**config.mk**
```make
export PLATFORM = sky130hd
export DESIGN_NAME = tdisp_scan
export DESIGN_NICKNAME = d
export VERILOG_FILES = /design/src/rtl/tdisp_pkg.sv /design/src/rtl/tdisp_scan_seg7_decode.sv /design/src/rtl/tdisp_scan.sv
export SDC_FILE = /design/constraint.sdc
export NUM_CORES = 1
export LEC_CHECK = 0
export CAP_MARGIN = 5
export CORE_MARGIN = 2
export CORE_UTILIZATION = 45
export CTS_CLUSTER_DIAMETER = 50
export DETAILED_ROUTE_END_ITERATION = 6
export DONT_BUFFER_PORTS = 1
export PLACE_DENSITY = 0.61
export SLEW_MARGIN = 20
export SYNTH_ARGS = -nofsm -noshare
export SYNTH_HDL_FRONTEND = slang
export SYNTH_SLANG_ARGS = --single-unit
```
**constraint.sdc**
```tcl
create_clock -name clk -period 7.8 [get_ports clk]
set_input_delay 1.56 -clock clk [delete_from_list [all_inputs] [get_ports clk]]
set_output_delay 1.56 -clock clk [all_outputs]
set_load 0.02 [all_outputs]
```
**src/rtl/tdisp_pkg.sv**
```systemverilog
// Shared segment patterns, slot numbering and BCD decode for the temperature display scanner.
// Patterns are active-low, bit order {g,f,e,d,c,b,a}.
package tdisp_pkg;

    localparam logic [6:0] SEG_BLANK = 7'h7F;
    localparam logic [6:0] SEG_MINUS = 7'h3F;
    localparam logic [6:0] SEG_C     = 7'h46;
    localparam logic [6:0] SEG_F     = 7'h0E;
    localparam logic [6:0] SEG_E     = 7'h06;

    typedef logic [2:0] slot_t;

    localparam slot_t SLOT_UNIT = 3'd0;
    localparam slot_t SLOT_ONES = 3'd1;
    localparam slot_t SLOT_TENS = 3'd2;
    localparam slot_t SLOT_HUND = 3'd3;
    localparam slot_t SLOT_THOU = 3'd4;
    localparam slot_t SLOT_SIGN = 3'd5;

    function automatic logic [6:0] bcd_to_seg(input logic [3:0] d);
        logic [6:0] s;
        case (d)
            4'd0:    s = 7'h40;
            4'd1:    s = 7'h79;
            4'd2:    s = 7'h24;
            4'd3:    s = 7'h30;
            4'd4:    s = 7'h19;
            4'd5:    s = 7'h12;
            4'd6:    s = 7'h02;
            4'd7:    s = 7'h78;
            4'd8:    s = 7'h00;
            4'd9:    s = 7'h10;
            default: s = SEG_E;
        endcase
        return s;
    endfunction

endpackage

```
**src/rtl/tdisp_scan_seg7_decode.sv**
```systemverilog
// Combinational BCD to active-low seven-segment decoder; non-BCD codes show 'E'.
module seg7_decode
    import tdisp_pkg::*;
(
    input  logic [3:0] bcd_i,
    output logic [6:0] seg_o
);

    assign seg_o = bcd_to_seg(bcd_i);

endmodule

```
**src/rtl/tdisp_scan.sv**
```systemverilog
// Six-position multiplexed temperature display: [-][thou][hund][tens.][ones][C/F].
// Optional brightness control on the anode duty cycle with TDISP_SCAN_DIM_EN.
module tdisp_scan
    import tdisp_pkg::*;
#(
    parameter int DIV  = 100000,
    parameter int NDIG = 8
) (
    input  logic            clk,
    input  logic            rst_n,
    input  logic            load,
    input  logic [3:0]      thousands,
    input  logic [3:0]      hundreds,
    input  logic [3:0]      tens,
    input  logic [3:0]      ones,
    input  logic            sign,
    input  logic            c_f,
`ifdef TDISP_SCAN_DIM_EN
    input  logic [2:0]      bright,
`endif
    output logic [NDIG-1:0] an,
    output logic [6:0]      seg,
    output logic            dp
);

    localparam int             PW       = (DIV > 1) ? $clog2(DIV) : 1;
    localparam logic [PW-1:0]  PRE_LAST = PW'(DIV - 1);

    logic [PW-1:0]   pre_q, pre_d;
    slot_t           slot_q, slot_d;
    logic [3:0]      th_q, th_d, hu_q, hu_d, te_q, te_d, on_q, on_d;
    logic            sign_q, sign_d, cf_q, cf_d;
    logic [NDIG-1:0] an_q, an_d;
    logic [6:0]      seg_q, seg_d;
    logic            dp_q, dp_d;

    logic [3:0]      dig;
    logic [6:0]      dig_seg;
    logic            blank_h, blank_t;
    logic            active;

    always_ff @(posedge clk or negedge rst_n) begin
        if (!rst_n) begin
            pre_q  <= '0;
            slot_q <= SLOT_UNIT;
            th_q   <= '0;
            hu_q   <= '0;
            te_q   <= '0;
            on_q   <= '0;
            sign_q <= 1'b0;
            cf_q   <= 1'b0;
            an_q   <= '1;
            seg_q  <= SEG_BLANK;
            dp_q   <= 1'b1;
        end else begin
            pre_q  <= pre_d;
            slot_q <= slot_d;
            th_q   <= th_d;
            hu_q   <= hu_d;
            te_q   <= te_d;
            on_q   <= on_d;
            sign_q <= sign_d;
            cf_q   <= cf_d;
            an_q   <= an_d;
            seg_q  <= seg_d;
            dp_q   <= dp_d;
        end
    end

    always_comb begin
        pre_d  = pre_q + 1'b1;
        slot_d = slot_q;
        if (pre_q == PRE_LAST) begin
            pre_d  = '0;
            slot_d = (slot_q == SLOT_SIGN) ? SLOT_UNIT : slot_q + 3'd1;
        end
    end

    // Capture is independent of the scan position, so a load on a wrap edge
    // lands together with the slot change and the next slot is already clean.
    always_comb begin
        th_d   = th_q;
        hu_d   = hu_q;
        te_d   = te_q;
        on_d   = on_q;
        sign_d = sign_q;
        cf_d   = cf_q;
        if (load) begin
            th_d   = thousands;
            hu_d   = hundreds;
            te_d   = tens;
            on_d   = ones;
            sign_d = sign;
            cf_d   = c_f;
        end
    end

    always_comb begin
        case (slot_q)
            SLOT_TENS: dig = te_q;
            SLOT_HUND: dig = hu_q;
            SLOT_THOU: dig = th_q;
            default:   dig = on_q;
        endcase
    end

    seg7_decode u_dec (
        .bcd_i (dig),
        .seg_o (dig_seg)
    );

    assign blank_t = (th_q == 4'd0);
    assign blank_h = blank_t && (hu_q == 4'd0);

    // The minus sits in the first blanked position left of the leading digit.
    always_comb begin
        dp_d = 1'b1;
        case (slot_q)
            SLOT_UNIT: seg_d = cf_q ? SEG_F : SEG_C;
            SLOT_ONES: seg_d = dig_seg;
            SLOT_TENS: begin
                seg_d = dig_seg;
                dp_d  = 1'b0;
            end
            SLOT_HUND: seg_d = !blank_h ? dig_seg
                             : (sign_q ? SEG_MINUS : SEG_BLANK);
            SLOT_THOU: seg_d = !blank_t ? dig_seg
                             : ((sign_q && !blank_h) ? SEG_MINUS : SEG_BLANK);
            default:   seg_d = (sign_q && !blank_t) ? SEG_MINUS : SEG_BLANK;
        endcase
    end

`ifdef TDISP_SCAN_DIM_EN
    logic [31:0] thr_q, thr_d;

    always_ff @(posedge clk or negedge rst_n) begin
        if (!rst_n) thr_q <= '0;
        else        thr_q <= thr_d;
    end

    always_comb begin
        thr_d = thr_q;
        if (pre_q == '0)
            thr_d = 32'd1 + ((32'(bright) + 32'd1) * 32'(DIV - 1)) / 32'd8;
    end

    assign active = (pre_q != '0) && (32'(pre_q) < thr_q);
`else
    assign active = (pre_q != '0);
`endif

    // Count 0 of every slot keeps all anodes dark to avoid ghosting.
    always_comb begin
        an_d = '1;
        if (active)
            an_d[slot_q] = 1'b0;
    end

    assign an  = an_q;
    assign seg = seg_q;
    assign dp  = dp_q;

endmodule

```
==> qor.yml, run 1 <==
worst_setup_path:
  crit_path_max_incr_delay_ns: 0.70
  cp-start-kind: "flop"
  worstSetupPathType: "flop to flop"
  crit_buf_inv: 2
  arrival_ns: 3.31
  crit_path_end_kind: "flop"
  ff2ff_setup_slack_ns: 4.72
  cpMaxStageDelayCell: "dfrtp_1"
  crit_fanout: 18
  cpLargestDelayFamily: "compound AO/OA/AOI/OAI gates"
  cp.required_ns: 8.03
  worstPathCellList: "inv_1 > ha_1 > a221oi_1 > a2bb2oi_1 > inv_1 > ha_1 > mux2_2 > o21ai_1"
synthesis:
  ys_ff_latch: 54
  synth_nets: 283
  synth-edff-count: 0
  synthDistinctLibCells: 47
  async_flop_share_pct: 100
  synthFlopType: "dfrtp_1"
  syn_inst: 254
  syn_area_sq_um: 2700
  yosys_warnings: 0
  ys_seq_area_share_pct: 50.8
  synth_area_per_cell_sq_um: 10.6
clock_tree:
  cts_resized: 0
  root_buffer: "clkbuf_8"
  ctsHoldBuffers: 0
  numCtsBuffers: 5
  clock_latency_ns: 0.30
  clock_path_buffers: 2
  clk_pin_slew_worst_paths_ns: 0.10
  post_cts_buffers: 0
  cts_tree: "built"
  cts.htree.levels: 2
  cts.sinks: 54
routing:
  drt-initial-drc-count: 144
  drt-pass1-iter-count: 4
  viasPerCell: 5.67
  ant_nets: 0
  wire_per_inst_microns: 15.8
  vias: 1842
  remaining_drc_errors: 0
  wl_microns: 5130
sta:
  relSlewSlack_pct: 37.8
  clock_skew_ns: 0.00266
  max_clock_freq_ghz: 0.325
  final-hold-violation-count: 0
  rsz0062_at_grt: "no"
  holdWs_ns: 0.504
  fin_crit_ns: 3.08
  maxSlewViolCount: 0
  fin_crit_sh_pct: 39.5
  finalSetupViolCount: 0
  finalSetupTns_ns: 0
  tightestPinTransition_ns: 0.924
hold_path:
  hp-class: "flop to flop"
global_route:
  grt_pass1_wl_microns: 8670
  grt_overflow: 0
  grt_start_max_net_pins: 55
  grt_use_total_pct: 16.9
  grt_pass1_vias: 1801
  antenna_found_initial: 0
die:
  start_util_pct: 46.1
  core_sq_um: 5850
  io_pins: 37
  rows: 28
  fp.dieW_microns: 81.4
  fp.dieH_microns: 81.4
  die_area_sq_um: 6630
place:
  placed_area_sq_um: 2730
  port_buffers: 0
  place_congestion: 0.827
  dpl.hpwl_microns: 3690
  dp_cells: 317
power:
  p_leak_nw: 1.14
  p_clk_share_pct: 34.4
  p_seq_share_pct: 59.5
  power_density_nw_per_um2: 179
  internal_power_mw: 0.393
  switchingPower_mw: 0.116
  switching_share_pct: 22.8
  finalPower_mw: 0.509
  p_comb_share_pct: 6.2
  peakVddDrop_v: 0.000116
run_status:
  status: "finished, final reports clean"
finish:
  fin_area_sq_um: 2840
  drive_gt1_share_pct: 18.8
  area_growth_pct: 5.05
  multi_input_area_sq_um: 1220
  fill_cells: 545
  final_cells: 325
  n_antenna_cell: 0
  layout_common_cells: "dfrtp_1, nor2_1, nand2_1, mux2_2, dfstp_2"
  seqCellArea_sq_um: 1370
  final_common_cell: "dfrtp_1"
  fin_nets: 278
run:
  drv_cap: 0
logic make-up (layout without fill, tap and decap cells):
family          Yosys count  in the layout  share of synthesized area [%]
simple gates             90             90                           16.6
flops                    54             54                           50.8
compound gates           42             42                           10.8
mux                      23             23                           9.41
buf+inv                  22             18                           3.80
xor+xnor                 15             15                           4.87
fa+ha+maj                 8              8                           3.71
sequential cells by signal, indices dropped and copies added, names as in the netlist, 3 cells and up:
register,count
te_q,4
on_q,4
pre_q,17
th_q,4
hu_q,4
seg,7
an,8
slot_q,3
worst register-to-register path: stages, from the launching register on:
cell	delay (ns)
dfrtp_1	0.70
inv_1	0.33
ha_1	0.43
a221oi_1	0.29
a2bb2oi_1	0.49
inv_1	0.14
ha_1	0.24
mux2_2	0.26
o21ai_1	0.13
routing by layer:
| metal | routed length (microns) | GRT usage (%) | vias up | part of all wire (%) |
|---|---|---|---|---|
| met5 | 0 | 0 | - | 0 |
| met1 | 2510 | 24.7 | 878 | 49 |
| li1 | - | - | 899 | - |
| met4 | 61 | 4.75 | 0 | 1.2 |
| met3 | 416 | 6.26 | 7 | 8.1 |
| met2 | 2140 | 23.4 | 58 | 42 |
power groups by stage:
stage / clock network (mW) / logic, mW / registers [mW]
floorplan: 0 / 0.0290 / 0.304
global placement: 0 / 0.0307 / 0.308
detailed placement: 0 / 0.0312 / 0.308
CTS: 0.182 / 0.0314 / 0.303
global route: 0.195 / 0.0352 / 0.304
finish: 0.175 / 0.0314 / 0.303
cell usage after synthesis, drive strengths merged, types with 3 or more instances:
| cell | count | share of area (%) |
|---|---|---|
| nor2 | 26 | 3.6 |
| nand4 | 5 | 1.2 |
| a21oi | 5 | 0.93 |
| or3 | 5 | 1.3 |
| nor3 | 6 | 1.1 |
| ha | 8 | 3.7 |
| inv | 10 | 1.4 |
| nor4 | 5 | 1.2 |
| dfrtp | 38 | 35 |
| clkbuf | 5 | 0.70 |
| xnor2 | 10 | 3.2 |
| nand2 | 21 | 3.0 |
| buf | 7 | 1.7 |
| mux2i | 4 | 1.5 |
| a221oi | 4 | 1.3 |
| nand3 | 9 | 1.7 |
| dfstp | 16 | 16 |
| and4 | 3 | 1.1 |
| xor2 | 5 | 1.6 |
| a211oi | 4 | 1.1 |
| o32ai | 3 | 0.97 |
| mux2 | 19 | 7.9 |
| o21ai | 14 | 2.6 |
worst paths after layout:
kind | startpoint | to | depth (start not counted)
worst max-delay path | slot_q[2]$_DFFE_PN0N_ | seg[4]$_DFF_PN1_ | 8
min in group asynchronous | rst_n | pre_q[12]$_DFF_PN0_ | 0
max in group asynchronous | rst_n | seg[2]$_DFF_PN1_ | 0
worst min-delay path | pre_q[13]$_DFF_PN0_ | pre_q[13]$_DFF_PN0_ | 1
worst min register to register | pre_q[13]$_DFF_PN0_ | pre_q[13]$_DFF_PN0_ | 1
worst max register to register | slot_q[2]$_DFFE_PN0N_ | seg[4]$_DFF_PN1_ | 8
layout make-up:
type | instances | share of cell area [%]
multi-input cells | 178 | 43.2
clock buffers | 6 | 3.31
clock inverters | 2 | 0.485
inverters | 10 | 1.32
flip-flops and latches | 54 | 48.4
well taps | 75 | 3.31
through the flow:
step                      utilization (%)  setup slack (ns)
after floorplan                         -              5.09
after global placement               46.6              4.92
after detailed placement             46.6              4.78
after CTS                            48.5              4.76
after global routing                 48.5              4.40
final                                48.5              4.72
Power figures use the tool's default switching activity.
==> inputs of run 2 (changes only) <==
- clock period: 7.8 -> 2.95 ns (I/O delays scaled with it)
==> qor.yml, run 2 (synthesized netlist as in run 1, its figures left out) <==
sta:
  fin_crit_ns: 2.67  # -0.408 ns
  max_clock_freq_ghz: 0.375  # +15%
  fin_crit_sh_pct: 90.5  # +51 points
  relSlewSlack_pct: 56.1  # +18 points
  final-hold-violation-count: 0  # unchanged
  finalSetupTns_ns: 0  # unchanged
  maxSlewViolCount: 0  # unchanged
  rsz0062_at_grt: "no"
  clock_skew_ns: 0.00628  # +0.00362 ns
  tightestPinTransition_ns: 0.653  # -0.271 ns
  finalSetupViolCount: 0  # unchanged
finish:
  final_common_cell: "dfrtp_1"
  drive_gt1_share_pct: 20.3  # +1.5 points
  fin_util_pct: 49.4  # +0.94 points
  largest_reg_flops: 17  # unchanged
  layout_common_cells: "dfrtp_1, nor2_1, nand2_1, mux2_2, dfstp_2"
  top_register: "pre_q"
  n_antenna_cell: 0  # unchanged
  area_growth_pct: 7.09
  fin_nets: 284  # +2.2%
die:
  core_sq_um: 5850  # unchanged
  rows: 28  # unchanged
  fp.dieW_microns: 81.4  # unchanged
  fp.dieH_microns: 81.4  # unchanged
  die_area_sq_um: 6630  # unchanged
  start_util_pct: 46.1  # unchanged
  io_pins: 37  # unchanged
clock_tree:
  clock_latency_ns: 0.30  # about the same
  clock_path_buffers: 2  # unchanged
  root_buffer: "clkbuf_8"
  cts_tree: "built"
  numCtsBuffers: 5  # unchanged
  cts.sinks: 54  # unchanged
  cts.htree.levels: 2  # unchanged
  clk_pin_slew_worst_paths_ns: 0.09  # about the same
worst_setup_path:
  cpMaxStageDelayCell: "dfrtp_1"
  worstSetupPathType: "flop to flop"
  crit_path_frequent_cell: "ha_1"
  crit_buf_inv: 1  # -1
  rr_startpoint: "slot_q[0]$_DFFE_PN0N_"
  cp-start-kind: "flop"
  crit_path_max_incr_delay_ns: 0.48  # -0.22 ns
  arrival_ns: 2.91  # -0.40 ns
  crit_path_end_kind: "flop"
  crit_fanout: 12  # -6
  cp-startpoint: "slot_q[0]$_DFFE_PN0N_"
  cpLargestDelayFamily: "compound AO/OA/AOI/OAI gates"
  worstPathCellList: "and2_1 > ha_1 > a221oi_1 > a2bb2oi_1 > inv_1 > ha_1 > mux2_2 > o21ai_1"
  cp.required_ns: 3.19  # -4.84 ns
global_route:
  grt_pass1_vias: 1796  # -0.28%
  grt_overflow: 0  # unchanged
  antenna_found_initial: 0  # unchanged
  grt_use_total_pct: 17.5  # +0.60 points
  grt_pass1_wl_microns: 8940  # +3.1%
  grt_start_max_net_pins: 39  # -29%
power:
  power_density_nw_per_um2: 467  # +160%
  switchingPower_mw: 0.310  # +170%
  p_comb_share_pct: 7.2  # +1.0 points
  p_seq_share_pct: 59.1  # -0.4 points
  internal_power_mw: 1.04  # +170%
  p_clk_share_pct: 33.6  # -0.8 points
  switching_share_pct: 22.9  # +0.13 points
  peakVddDrop_v: 0.000232  # +100%
  p_leak_nw: 1.17  # +2.5%
run:
  drv_cap: 0  # unchanged
place:
  place_congestion: 0.851  # +3.0%
  dpl.hpwl_microns: 3720  # +0.72%
  port_buffers: 0  # unchanged
routing:
  ant_nets: 0  # unchanged
  wire_per_inst_microns: 15.8  # -0.13%
  viasPerCell: 5.61  # -1.1%
  drt-pass1-iter-count: 5  # +1
  wl_microns: 5220  # +1.7%
  remaining_drc_errors: 0  # unchanged
  drt-initial-drc-count: 115  # -20%
  vias: 1856  # +0.76%
run_status:
  status: "finished, final reports clean"
hold_path:
  hp-class: "input pin to async pin"
-- run 2: cell count changes in the layout (fill, tap and decap cells not counted), sizes merged --
| cell | previous run | this run |
|---|---|---|
| buf | 0 | 6 |
| clkbuf | 6 | 7 |
| clkinv | 1 | 0 |
| clkinvlp | 0 | 1 |
| inv | 11 | 10 |
-- run 2: worst register-to-register path, delay by kind of cell (launching register included) --
family	cells	cell delay (ns)
buf+inv	1	0.14
simple gates	1	0.21
fa+ha+maj	2	0.59
flops	1	0.48
mux	1	0.27
compound gates	3	0.91
-- run 2: metrics by stage --
step | hold WS [ns] | area [sq um] | power (mW) | setup slack (ns) | instances
after floorplan | 0.294 | 2700 | 0.880 | 0.334 | 254
after global placement | 0.296 | 2770 | 0.896 | 0.452 | 322
after detailed placement | 0.297 | 2770 | 0.898 | 0.298 | 322
after CTS | 0.108 | 2890 | 1.37 | 0.278 | 331
after global routing | 0.0885 | 2890 | 1.42 | 0.0139 | 331
final | 0.111 | 2890 | 1.35 | 0.281 | 331
-- run 2: path summary, 6_finish.rpt --
path	to	slack, ns	cells past startpoint
setup / recovery	seg[4]$_DFF_PN1_	0.28	8
hold / removal	pre_q[10]$_DFF_PN0_	0.11	1
setup reg to reg	seg[4]$_DFF_PN1_	0.28	8
hold reg to reg	pre_q[13]$_DFF_PN0_	0.50	1
max in group asynchronous	te_q[1]$_DFFE_PN0P_	2.64	1
min in group clk	on_q[1]$_DFFE_PN0P_	0.38	1
-- run 2: layout make-up --
cell class / instances / area (sq um)
Sequential cell: 54 / 1370
Fill cell: 544 / 2960
Inverter: 10 / 37.5
Clock inverter: 1 / 7.51
Multi-Input combinational cell: 178 / 1220
Timing Repair Buffer: 6 / 57.6
Clock buffer: 7 / 97.6
Tap cell: 75 / 93.8
-- run 2: power groups by stage --
stage | Clock, mW | Sequential (mW) | Combinational (mW)
2_1_floorplan | 0 | 0.804 | 0.0766
3_3_place_gp | 0 | 0.813 | 0.0828
3_5_place_dp | 0 | 0.813 | 0.0845
4_1_cts | 0.474 | 0.799 | 0.0988
5_1_grt | 0.507 | 0.804 | 0.109
6_report | 0.454 | 0.799 | 0.0979
-- run 2: metal layers --
layer,vias up,share of wire (%),wire length [microns],track usage [%]
li1,908,-,-,-
met2,56,43,2240,24.8
met1,888,50,2600,26.6
met5,-,0,0,0
met4,0,0.88,46,4.58
met3,4,6.3,328,4.29
-- run 2: what timing repair did --
action / in CTS / in global routing
gates resized for setup: 0 / 0
hold buffers: 1 / 0
buffers inserted: 0 / 0
setup endpoints to repair: 0 / 0
hold endpoints to repair: 38 / 0
